==> src/rtl/stream_packer.sv <==
// Packs RATIO narrow words into one wide word with per-lane keep bits.
// Packets may end early on in_last; partial words are zero-padded above the last lane.
module stream_packer #(
    parameter int unsigned DATA_WIDTH = 8,
    parameter int unsigned RATIO      = 4
) (
    input  logic                        clk,
    input  logic                        rstn,
    input  logic                        clear,
    input  logic [DATA_WIDTH-1:0]       in_data,
    input  logic                        in_valid,
    input  logic                        in_last,
    output logic                        in_ready,
    output logic [DATA_WIDTH*RATIO-1:0] out_data,
    output logic [RATIO-1:0]            out_keep,
    output logic                        out_last,
    output logic                        out_valid,
    input  logic                        out_ready
);

    localparam int unsigned OUT_WIDTH = DATA_WIDTH * RATIO;
    localparam int unsigned LB_RATIO  = $clog2(RATIO);

    typedef enum logic {
        S_EMPTY = 1'b0,
        S_FULL  = 1'b1
    } out_state_t;

    out_state_t              r_state;
    out_state_t              w_state_next;
    logic [OUT_WIDTH-1:0]    r_acc_data;
    logic [RATIO-1:0]        r_acc_keep;
    logic [LB_RATIO-1:0]     r_idx;
    logic [OUT_WIDTH-1:0]    r_out_data;
    logic [RATIO-1:0]        r_out_keep;
    logic                    r_out_last;

    logic                    w_in_ready;
    logic                    w_in_exec;
    logic                    w_out_exec;
    logic                    w_complete;
    logic [OUT_WIDTH-1:0]    w_merge_data;
    logic [RATIO-1:0]        w_merge_keep;

    assign w_in_ready = (r_state == S_EMPTY || out_ready) && !clear;
    assign w_in_exec  = in_valid && w_in_ready;
    assign w_out_exec = (r_state == S_FULL) && out_ready;
    assign w_complete = w_in_exec && (in_last || r_idx == LB_RATIO'(RATIO - 1));

    // Accumulator contents with the incoming word dropped into lane idx.
    always_comb begin
        w_merge_data = r_acc_data;
        w_merge_keep = r_acc_keep;
        for (int unsigned k = 0; k < RATIO; k++) begin
            if (LB_RATIO'(k) == r_idx) begin
                w_merge_data[k*DATA_WIDTH +: DATA_WIDTH] = in_data;
                w_merge_keep[k]                          = 1'b1;
            end
        end
    end

    // Output register occupancy.
    always_comb begin
        w_state_next = r_state;
        if (clear) begin
            w_state_next = S_EMPTY;
        end else begin
            case (r_state)
                S_EMPTY: if (w_complete) w_state_next = S_FULL;
                S_FULL:  if (w_out_exec && !w_complete) w_state_next = S_EMPTY;
                default: w_state_next = S_EMPTY;
            endcase
        end
    end

    always_ff @(posedge clk or negedge rstn) begin
        if (!rstn) begin
            r_state <= S_EMPTY;
        end else begin
            r_state <= w_state_next;
        end
    end

    // Lane accumulator; emptied whenever its contents move to the output register.
    always_ff @(posedge clk or negedge rstn) begin
        if (!rstn) begin
            r_acc_data <= '0;
            r_acc_keep <= '0;
            r_idx      <= '0;
        end else if (clear || w_complete) begin
            r_acc_data <= '0;
            r_acc_keep <= '0;
            r_idx      <= '0;
        end else if (w_in_exec) begin
            r_acc_data <= w_merge_data;
            r_acc_keep <= w_merge_keep;
            r_idx      <= r_idx + LB_RATIO'(1);
        end
    end

    always_ff @(posedge clk or negedge rstn) begin
        if (!rstn) begin
            r_out_data <= '0;
            r_out_keep <= '0;
            r_out_last <= 1'b0;
        end else if (clear) begin
            r_out_data <= '0;
            r_out_keep <= '0;
            r_out_last <= 1'b0;
        end else if (w_complete) begin
            r_out_data <= w_merge_data;
            r_out_keep <= w_merge_keep;
            r_out_last <= in_last;
        end
    end

    assign in_ready  = w_in_ready;
    assign out_valid = (r_state == S_FULL);
    assign out_data  = r_out_data;
    assign out_keep  = r_out_keep;
    assign out_last  = r_out_last;

endmodule

==> config.mk <==
export PLATFORM = sky130hd
export DESIGN_NAME = stream_packer
export DESIGN_NICKNAME = d
export VERILOG_FILES = /design/src/rtl/stream_packer.sv
export SDC_FILE = /design/constraint.sdc
export NUM_CORES = 1
export LEC_CHECK = 0
export ABC_AREA = 1
export BUFFER_PORTS_ARGS = -buffer_cell sky130_fd_sc_hd__buf_2
export CAP_MARGIN = 20
export CORE_AREA = 4 4 126 128
export DETAILED_ROUTE_END_ITERATION = 7
export DIE_AREA = 0 0 130 132
export GPL_TIMING_DRIVEN = 0
export PLACE_DENSITY = 0.38
export SLEW_MARGIN = 20
export SYNTH_ARGS = -nofsm -noshare
export SYNTH_HDL_FRONTEND = slang
export SYNTH_SLANG_ARGS = --single-unit
==> constraint.sdc <==
create_clock -name clk -period 1.8 [get_ports clk]
set_clock_uncertainty 0.15 [all_clocks]
set_input_delay 0.45 -clock clk [delete_from_list [all_inputs] [get_ports clk]]
set_output_delay 0.45 -clock clk [all_outputs]
set_load 0.005 [all_outputs]
; ---- Word level (Yosys, flattened, before mapping)
; Index checks and enable logic that the tools add are counted.
[totals]
ff_bits = 76
out_inout_bits = 39
wordCells = 50
[classes]
n_addsub = 1
eq_ne = 4
n_mux = 24
bitwise = 1
n_reduce_logical = 13
[ops]
columns = cell, n
row1 = $mux 32, 4
row2 = $mux 8, 4
row3 = $mux 4, 4
row4 = $mux 1, 9
row5 = $logic_and 1x1->1, 5
row6 = $eq 2x2->1 const A, 2
row7 = $mux 2, 2
row8 = $reduce_bool 2->1, 2
row9 = $logic_or 1x1->1, 3
row10 = $add 2x1->2 const B, 1
row11 = $eq 1x2->1 const A, 1
row12 = $eq 2x2->1 const B, 1
row13 = $logic_not 1->1, 2
row14 = $logic_not 2->1, 1
row15 = $pmux 1 s2, 1
row16 = $not 1->1, 1

; ---- Logic depth before layout (Yosys ltp)
; Gate-level depths: netlist of the first run.
[depth]
ltp_word = 10
depth_mapped = 9

; ---- Worst setup path before layout of the first run
; OpenSTA, ideal clock, no wires.
[synth_timing]
path_type = reg2reg
from = register r_idx[0]
to = register r_acc_data[15]
setup_ps = 66
t_arrival_ps = 1397
required_ps = 1584
slack_ps = 187
stages_incl_launch_ff = 10
path_buffers = 3
cell_sequence = dfrtp_1 -> ha_1 -> buf_6 -> nor2_8 -> inv_2 -> nor2_2 -> buf_4 -> buf_6 -> nand3_1 -> nand2_1
[synth_via]
elab_chain_len = 5
elab_cells_between_ends = 9
cone_classes = eq/ne (2) / mux (3) / reduce/logical (4)
[synth_rtl]
columns = element, line_no
row1 = start: declaration, 33  ; logic [LB_RATIO-1:0] r_idx;
row2 = start signal: assignment, 97  ; r_idx <= r_idx + LB_RATIO'(1);
row3 = $eq 2x2->1, 48  ; assign w_complete = w_in_exec && (in_last || r_idx == LB_RATIO'(RATIO - 1));
row4 = $logic_or 1x1->1, 48
row5 = $logic_and 1x1->1, 48
row6 = $logic_or 1x1->1, 90  ; end else if (clear || w_complete) begin
row7 = $mux 32 / $reduce_bool 2->1 (equally long branches), -
row8 = end signal: assignment, 95  ; r_acc_data <= w_merge_data;
row9 = end: declaration, 31  ; logic [OUT_WIDTH-1:0] r_acc_data;
; Several ways; a longest one is shown, not always the timed one. The select of a mux whose other input is x is not followed.
; A chain may end at the register's enable or synchronous reset.

; ---- Worst setup path after layout of the first run
[layout_timing]
from = register r_idx[1]
to = register r_out_data[13], in the netlist out_data[13]
[layout_via]
elab_chain_len = 4
elab_cells_between_ends = 8
cone_classes = eq/ne (2) / mux (3) / reduce/logical (3)
[layout_rtl]
columns = element, line_no
row1 = $eq 1x2->1 / $eq 2x2->1 (equally long branches), "55, 48"
row2 = $mux 8 / $logic_or 1x1->1 (equally long branches), "55, 48"
row3 = $mux 32 / $logic_and 1x1->1 (equally long branches), "110, 48"
row4 = $mux 32 / $reduce_bool 2->1 (equally long branches), -
row5 = end signal: assignment, 111  ; r_out_data <= w_merge_data;
row6 = end: declaration, 34  ; logic [OUT_WIDTH-1:0] r_out_data;
; Several ways; a longest one is shown, not always the timed one. The select of a mux whose other input is x is not followed.

==> results.py, run 1 <==
metrics = {
    "run_status": {
        "status": "complete, no violations",
    },
    "worst_setup_path": {
        "cp_slowest_cell": "dfrtp_1",
        "start_kind": "register",
        "arrival_ns": 1.80,
        "cp-startpoint": "r_idx[1]$_DFFE_PN0P_",
        "cp.required_ns": 1.89,
        "r2r_cells": 8,
        "r2r_setup_slack_ns": 0.09,
        "r2r_end": "out_data[13]$_DFFE_PN0P_",
        "r2r_start": "r_idx[1]$_DFFE_PN0P_",
        "crit_fanout": 11,
        "crit_path_end_kind": "register",
        "crit_chain": "ha_2, buf_6, nor2_8, inv_2, nand4_4, buf_4, nand3_1, nand2_1",
        "crit_path_max_incr_delay_ns": 0.40,
        "critical_path_class": "reg -> reg",
    },
    "timing": {
        "rsz0062_at_grt": "true",
        "fmax_ghz": 0.583,
        "maxSlewHeadroom": 0.616,
        "fin_crit_ns": 1.71,
        "setup_viol": 0,
        "min_period_over_period": 0.952,
        "tightestPinTransition_ns": 0.577,
        "finalHoldViolCount": 0,
        "setup_ws_ns": 0.0861,
        "final_max_slew_viol_count": 0,
    },
    "global_route": {
        "antenna_found_initial": 0,
        "track_usage": 0.139,
        "overflow": 0,
        "grt_max_degree": 50,
        "grt_pass1_wl_um": 18300,
        "grt_pass1_vias": 3267,
    },
    "synthesis": {
        "synth_area_um2": 3650,
        "yosysSeqAreaShare": 0.521,
        "yosys_warnings": 0,
        "async_flop_share": 1.00,
        "synthTopCellsByArea": "dfrtp_1, nand2_1, nand3_1",
        "synth_edf_count": 0,
        "synth_seq_cells": 76,
        "synth_top_area_share": 0.521,
        "yosysTopAreaCell": "dfrtp_1",
        "synthFlopType": "dfrtp_1",
        "postSynthAreaPerCell_um2": 8.08,
        "synth.distinct_cells": 23,
        "syn-instance-count": 452,
        "synthesis.nets": 470,
    },
    "clocking": {
        "clockBufferDepth": 2,
        "path_clk_slew_ns": 0.06,
        "cts_max_level": 3,
        "clock_sinks": 76,
        "cts_tree": "built",
        "cts_buffers": 9,
        "cts-root-buf": "clkbuf_16",
        "clock_latency_ns": 0.35,
    },
    "die": {
        "rows": 45,
        "die_w_um": 130,
        "coreArea_um2": 14900,
        "pin_count": 53,
        "die_y_um": 132,
        "start_util": 0.246,
        "die_area_um2": 17200,
    },
    "run": {
        "cap_violations": 0,
    },
    "place": {
        "placed_area_um2": 4180,
        "port-buffer-count": 52,
        "dp_hpwl_um": 7720,
        "placedCellCount": 693,
        "preCtsSetupSlack_ns": -0.114,
        "gp_congestion": 0.783,
    },
    "drt": {
        "drc": 0,
        "wl_um": 11400,
        "firstDrtPassIters": 4,
        "postRouteAntennaNets": 0,
        "wl_per_cell_um": 15.9,
        "drt_iter0_drc": 239,
        "post_drt_via_cell_ratio": 4.56,
        "vias": 3263,
    },
    "pwr": {
        "ir_drop_mv": 0.486,
        "power.total_mw": 4.35,
        "power_density_nw_per_um2": 933,
        "power_leakage_nw": 2.54,
    },
    "cells_and_area": {
        "drive_gt1_frac": 0.220,
        "register_area_um2": 1900,
        "post-route-util": 0.314,
        "fin_area_um2": 4660,
        "nets": 540,
        "syn_to_final_growth_pct": 27.6,
        "stdcell_count": 715,
        "multiInputGateArea_um2": 1490,
        "fillCellCount": 1657,
        "n_antenna_cell": 0,
    },
    "hold_path": {
        "min_to": "out_last$_DFFE_PN0P_",
        "hold_path.class": "in -> reg",
        "holdCritStartpoint": "in_last",
        "holdPathStages": 3,
    },
}
## layout make-up
type / instances / share of cell area
flip-flops and latches: 76 / 0.408
clock inverters: 3 / 0.0193
plain buffers: 28 / 0.0421
repair buffers: 59 / 0.0751
inverters: 26 / 0.0225
clock buffers: 13 / 0.0601
well taps: 188 / 0.0504
multi-input cells: 320 / 0.320
repair inverters: 2 / 0.00268
## report_power, final
part / switching [mW] / total (mW) / internal [mW]
Clock: 0.735 / 2.24 / 1.51
Sequential: 0.0166 / 1.76 / 1.74
Combinational: 0.247 / 0.353 / 0.106
## sequential cells by signal, indices dropped and copies added, names as in the netlist
name        cells
out_data       32
r_acc_data     32
out_keep        4
r_acc_keep      4
r_idx           2
out_last        1
out_valid       1
## cell usage after synthesis, types with 2 or more instances
library cell / n
inv_2: 2
buf_6: 2
nand2_1: 158
nand3_1: 112
o21ai_0: 24
nand2_2: 2
or2_2: 3
nor2_1: 8
a21oi_1: 3
inv_1: 23
clkbuf_1: 4
buf_2: 12
ha_1: 4
buf_4: 8
buf_1: 4
dfrtp_1: 76
## cell usage in the layout, fill, tap and decap left out, drive strengths merged
master and count:
a21oi 3, buf 84, bufinv 3, clkbuf 15, clkinvlp 4, dfrtp 76, dlygate4sd3 1, ha 4
inv 24, nand2 160, nand3 113, nand4 1, nor2 11, nor3 1, o21ai 24, or2 3
## worst max-delay path: cells and delay by family, from the launching register on
family | cells | cell delay [ns]
fa+ha+maj | 1 | 0.20
buf+inv | 3 | 0.50
flops | 1 | 0.40
simple gates | 4 | 0.34
## metrics by stage
step                setup TNS [ns]  hold slack, ns
global route               -0.0904           0.264
floorplan                        0         0.00441
detailed placement           -2.14           0.264
CTS                              0           0.255
finish                           0           0.262
global placement            -46.61           0.332
## kinds of logic (layout without fill, tap and decap cells)
group / after synthesis / after routing / share of synthesized area
compound gates: 27 / 27 / 0.0370
buf+inv: 56 / 131 / 0.0740
fa+ha+maj: 4 / 4 / 0.0137
flops: 76 / 76 / 0.521
simple gates: 289 / 289 / 0.355
## per-layer routing
layer / vias to the layer above / part of all wire / routed length [µm] / track usage
met5: - / 0 / 0 / 0
met4: 0 / 0.018 / 204 / 0.0421
met3: 18 / 0.057 / 645 / 0.0369
met2: 75 / 0.45 / 5130 / 0.212
met1: 1554 / 0.47 / 5400 / 0.194
li1: 1616 / - / - / -
## how the worst max path moves through the flow
stage / endpoint / cells past startpoint
6_report: out_data[13]$_DFFE_PN0P_ / 8
5_1_grt: out_data[13]$_DFFE_PN0P_ / 8
4_1_cts: out_data[30]$_DFFE_PN0P_ / 8
3_5_place_dp: out_data[21]$_DFFE_PN0P_ / 7
3_3_place_gp: out_data[27]$_DFFE_PN0P_ / 1
2_1_floorplan: r_acc_data[15]$_DFFE_PN0P_ / 9
## repair_timing
item / 4_1_cts / 5_1_grt
endpoints found under the hold margin: 27 / 0
setup buffers: 1 / 4
pin swaps: 0 / 1
gates cloned: 0 / 2
hold buffers: 1 / 0
gates resized for setup: 5 / 24
endpoints found under the setup margin: 50 / 72
Power figures use the tool's default switching activity.
==> run 2, diff against run 1 <==
ABC_AREA = not set   (was 1)
CORE_AREA = 4 4 124 126   (was 4 4 126 128)
DIE_AREA = 0 0 128 130   (was 0 0 130 132)
PLACE_DENSITY = 0.5   (was 0.38)
==> run 2 against run 1 <==
Effect of this change:
- the flow now finishes with violations (negative setup slack)
- clock power down 21%
- final cell count down 19%
- worst hold slack better by 0.072 ns
- wire length down 15%
- sequential cell count unchanged
- critical endpoint is now r_acc_data[16]$_DFFE_PN0P_
==> results.py, run 2 <==
metrics = {
    "clocking": {
        "path_clk_slew_ns": 0.06,
        "cts_buffers": 9,
        "clock_latency_ns": 0.34,
        "clock_sinks": 76,
        "cts_max_level": 3,
        "clockBufferDepth": 2,
        "cts_tree": "built",
        "cts-root-buf": "clkbuf_16",
    },
    "synthesis": {
        "syn-instance-count": 316,
        "synth_top_area_share": 0.540,
        "synthAdderAreaFrac": 0.0142,
        "synth_edf_count": 0,
        "postSynthAreaPerCell_um2": 11.1,
        "synth_top_family_by_area": "multiplexers",
        "synth_compound_area_frac": 0.0789,
        "synth_common_cells": "dfrtp_1, mux2i_1, nand2_1, inv_1, o32ai_1",
        "synthesis.nets": 334,
        "synth_area_um2": 3520,
        "yosysSeqAreaShare": 0.540,
        "muxShareOfSynthArea": 0.193,
        "synthTopCellsByArea": "dfrtp_1, mux2i_1, o32ai_1",
        "synth_xor_area_frac": 0,
        "synth_seq_cells": 76,
        "synth.most_common_cell": "dfrtp_1",
        "async_flop_share": 1.00,
        "synth_simple_gate_area_frac": 0.113,
        "synth.distinct_cells": 26,
        "synthFlopType": "dfrtp_1",
        "yosysTopAreaCell": "dfrtp_1",
        "yosys_warnings": 0,
    },
    "timing": {
        "rsz0062_at_grt": "true",
        "setup_viol": 7,
        "min_period_over_period": 1.02,
        "fmax_ghz": 0.543,
        "tightestPinTransition_ns": 0.595,
        "finalHoldViolCount": 0,
        "tns_ns": -0.112,
        "maxSlewHeadroom": 0.603,
        "final_max_slew_viol_count": 0,
        "fin_crit_ns": 1.84,
        "setup_ws_ns": -0.0431,
    },
    "place": {
        "dp_hpwl_um": 6790,
        "placed_area_um2": 4100,
        "gp_congestion": 0.786,
        "placedCellCount": 553,
        "preCtsSetupSlack_ns": -0.638,
        "port-buffer-count": 52,
    },
    "global_route": {
        "grt_pass1_wl_um": 15500,
        "track_usage": 0.123,
        "overflow": 0,
        "grt_pass1_vias": 2771,
        "antenna_found_initial": 0,
        "grt_max_degree": 44,
    },
    "hold_path": {
        "holdCritStartpoint": "r_acc_data[28]$_DFFE_PN0P_",
        "hold_path.class": "reg -> reg",
    },
    "worst_setup_path": {
        "cp.required_ns": 1.89,
        "arrival_ns": 1.94,
        "cp-startpoint": "r_idx[1]$_DFFE_PN0P_",
        "r2r_start": "r_idx[1]$_DFFE_PN0P_",
        "start_kind": "register",
        "crit_fanout": 7,
        "critical_path_class": "reg -> reg",
        "crit_path_end_kind": "register",
    },
    "drt": {
        "drc": 0,
        "wl_um": 9700,
        "vias": 2654,
        "postRouteAntennaNets": 0,
        "post_drt_via_cell_ratio": 4.57,
        "drt_iter0_drc": 130,
        "firstDrtPassIters": 4,
        "wl_per_cell_um": 16.7,
    },
    "pwr": {
        "power_frac_seq": 0.449,
        "clockPowerShare": 0.447,
        "pwr-share-comb": 0.104,
        "p_sw_frac": 0.247,
        "power_density_nw_per_um2": 841,
        "ir_drop_mv": 0.441,
        "power_leakage_nw": 2.06,
        "switching_power_mw": 0.969,
        "power.total_mw": 3.93,
        "p_int_mw": 2.96,
    },
    "die": {
        "die_w_um": 128,
        "coreArea_um2": 14300,
        "die_y_um": 130,
        "rows": 44,
        "pin_count": 53,
        "start_util": 0.246,
        "die_area_um2": 16600,
    },
    "cells_and_area": {
        "mostFrequentLayoutCells": "dfrtp_1, mux2i_1, buf_2",
        "nets": 410,
        "stdcell_count": 581,
        "n_antenna_cell": 0,
        "drive_gt1_frac": 0.310,
        "layout_commonest_cell": "dfrtp_1",
        "syn_to_final_growth_pct": 32.7,
        "fin_area_um2": 4670,
    },
    "run": {
        "cap_violations": 0,
    },
    "run_status": {
        "violations": "negative setup slack",
        "status": "finished with violations",
    },
}
## run 2: cell count changes in the layout (fill, tap and decap cells not counted), moves of 5 or more
cell	before	now
o32ai_2	0	13
nand2_1	158	48
nand3_1	112	2
clkbuf_1	1	9
o21ai_0	16	2
buf_2	58	52
mux2i_1	0	68
o21ai_1	8	1
o32ai_1	0	11
clkinv_2	0	5
and2_1	0	9
## run 2: layer usage
layer  wire (µm)  GRT usage  vias up
li1            -          -     1254
met1        4530      0.163     1318
met2        4290      0.179       63
met3         589     0.0450       19
met4         296     0.0581        0
met5           0          0        -
## run 2: power by group through the flow
stage                     Clock (mW)  Sequential [mW]  Combinational, mW
after floorplan                    0             1.79              0.184
after global placement             0             1.79              0.341
after detailed placement           0             1.79              0.353
after CTS                       1.82             1.76              0.380
after global routing            1.89             1.77              0.449
final                           1.76             1.76              0.408
## run 2: per-stage QoR
stage / utilization / hold slack, ns
global route: 0.327 / 0.341
detailed placement: 0.287 / 0.300
finish: 0.327 / 0.334
global placement: 0.285 / 0.318
CTS: 0.316 / 0.297
floorplan: - / 0.00441
## run 2: path summary, 6_finish.rpt
check / slack, ns / cells past startpoint / end
worst max-delay path: -0.04 / 4 / r_acc_data[16]$_DFFE_PN0P_
worst min-delay path: 0.33 / 1 / r_acc_data[28]$_DFFE_PN0P_
worst max register to register: -0.04 / 4 / r_acc_data[16]$_DFFE_PN0P_
worst min register to register: 0.33 / 1 / r_acc_data[28]$_DFFE_PN0P_
max in group asynchronous: 0.46 / 3 / out_data[3]$_DFFE_PN0P_
min in group asynchronous: 0.47 / 2 / r_acc_data[11]$_DFFE_PN0P_
## run 2: cells by family after synthesis
family / after synthesis
AOI/OAI and AO/OA: 36
adders and majority gates: 4
buffers and inverters: 48
DFF: 76
muxes: 68
and+or+nand+nor: 84
## run 2: layout make-up
| type | count | area [µm²] |
|---|---|---|
| multi-input cells | 192 | 1600 |
| clock buffers | 10 | 229 |
| fillers | 1459 | 9640 |
| clock inverters | 6 | 55.1 |
| flip-flops and latches | 76 | 1900 |
| well taps | 184 | 230 |
| plain buffers | 20 | 161 |
| inverters | 26 | 97.6 |
| repair buffers | 67 | 398 |
## run 2: what timing repair did
action / CTS / global route
gates resized for setup: 25 / 25
setup buffers: 7 / 6
hold buffers: 1 / 0
endpoints found under the hold margin: 33 / 0
setup endpoints to repair: 65 / 60
pin swaps: 6 / 4
## run 2: critical path, stage by stage, from the launching register on
cell and delay, ns:
dfrtp_2 0.45, ha_4 0.19, or3b_4 0.39, or3_4 0.42, o32ai_2 0.14
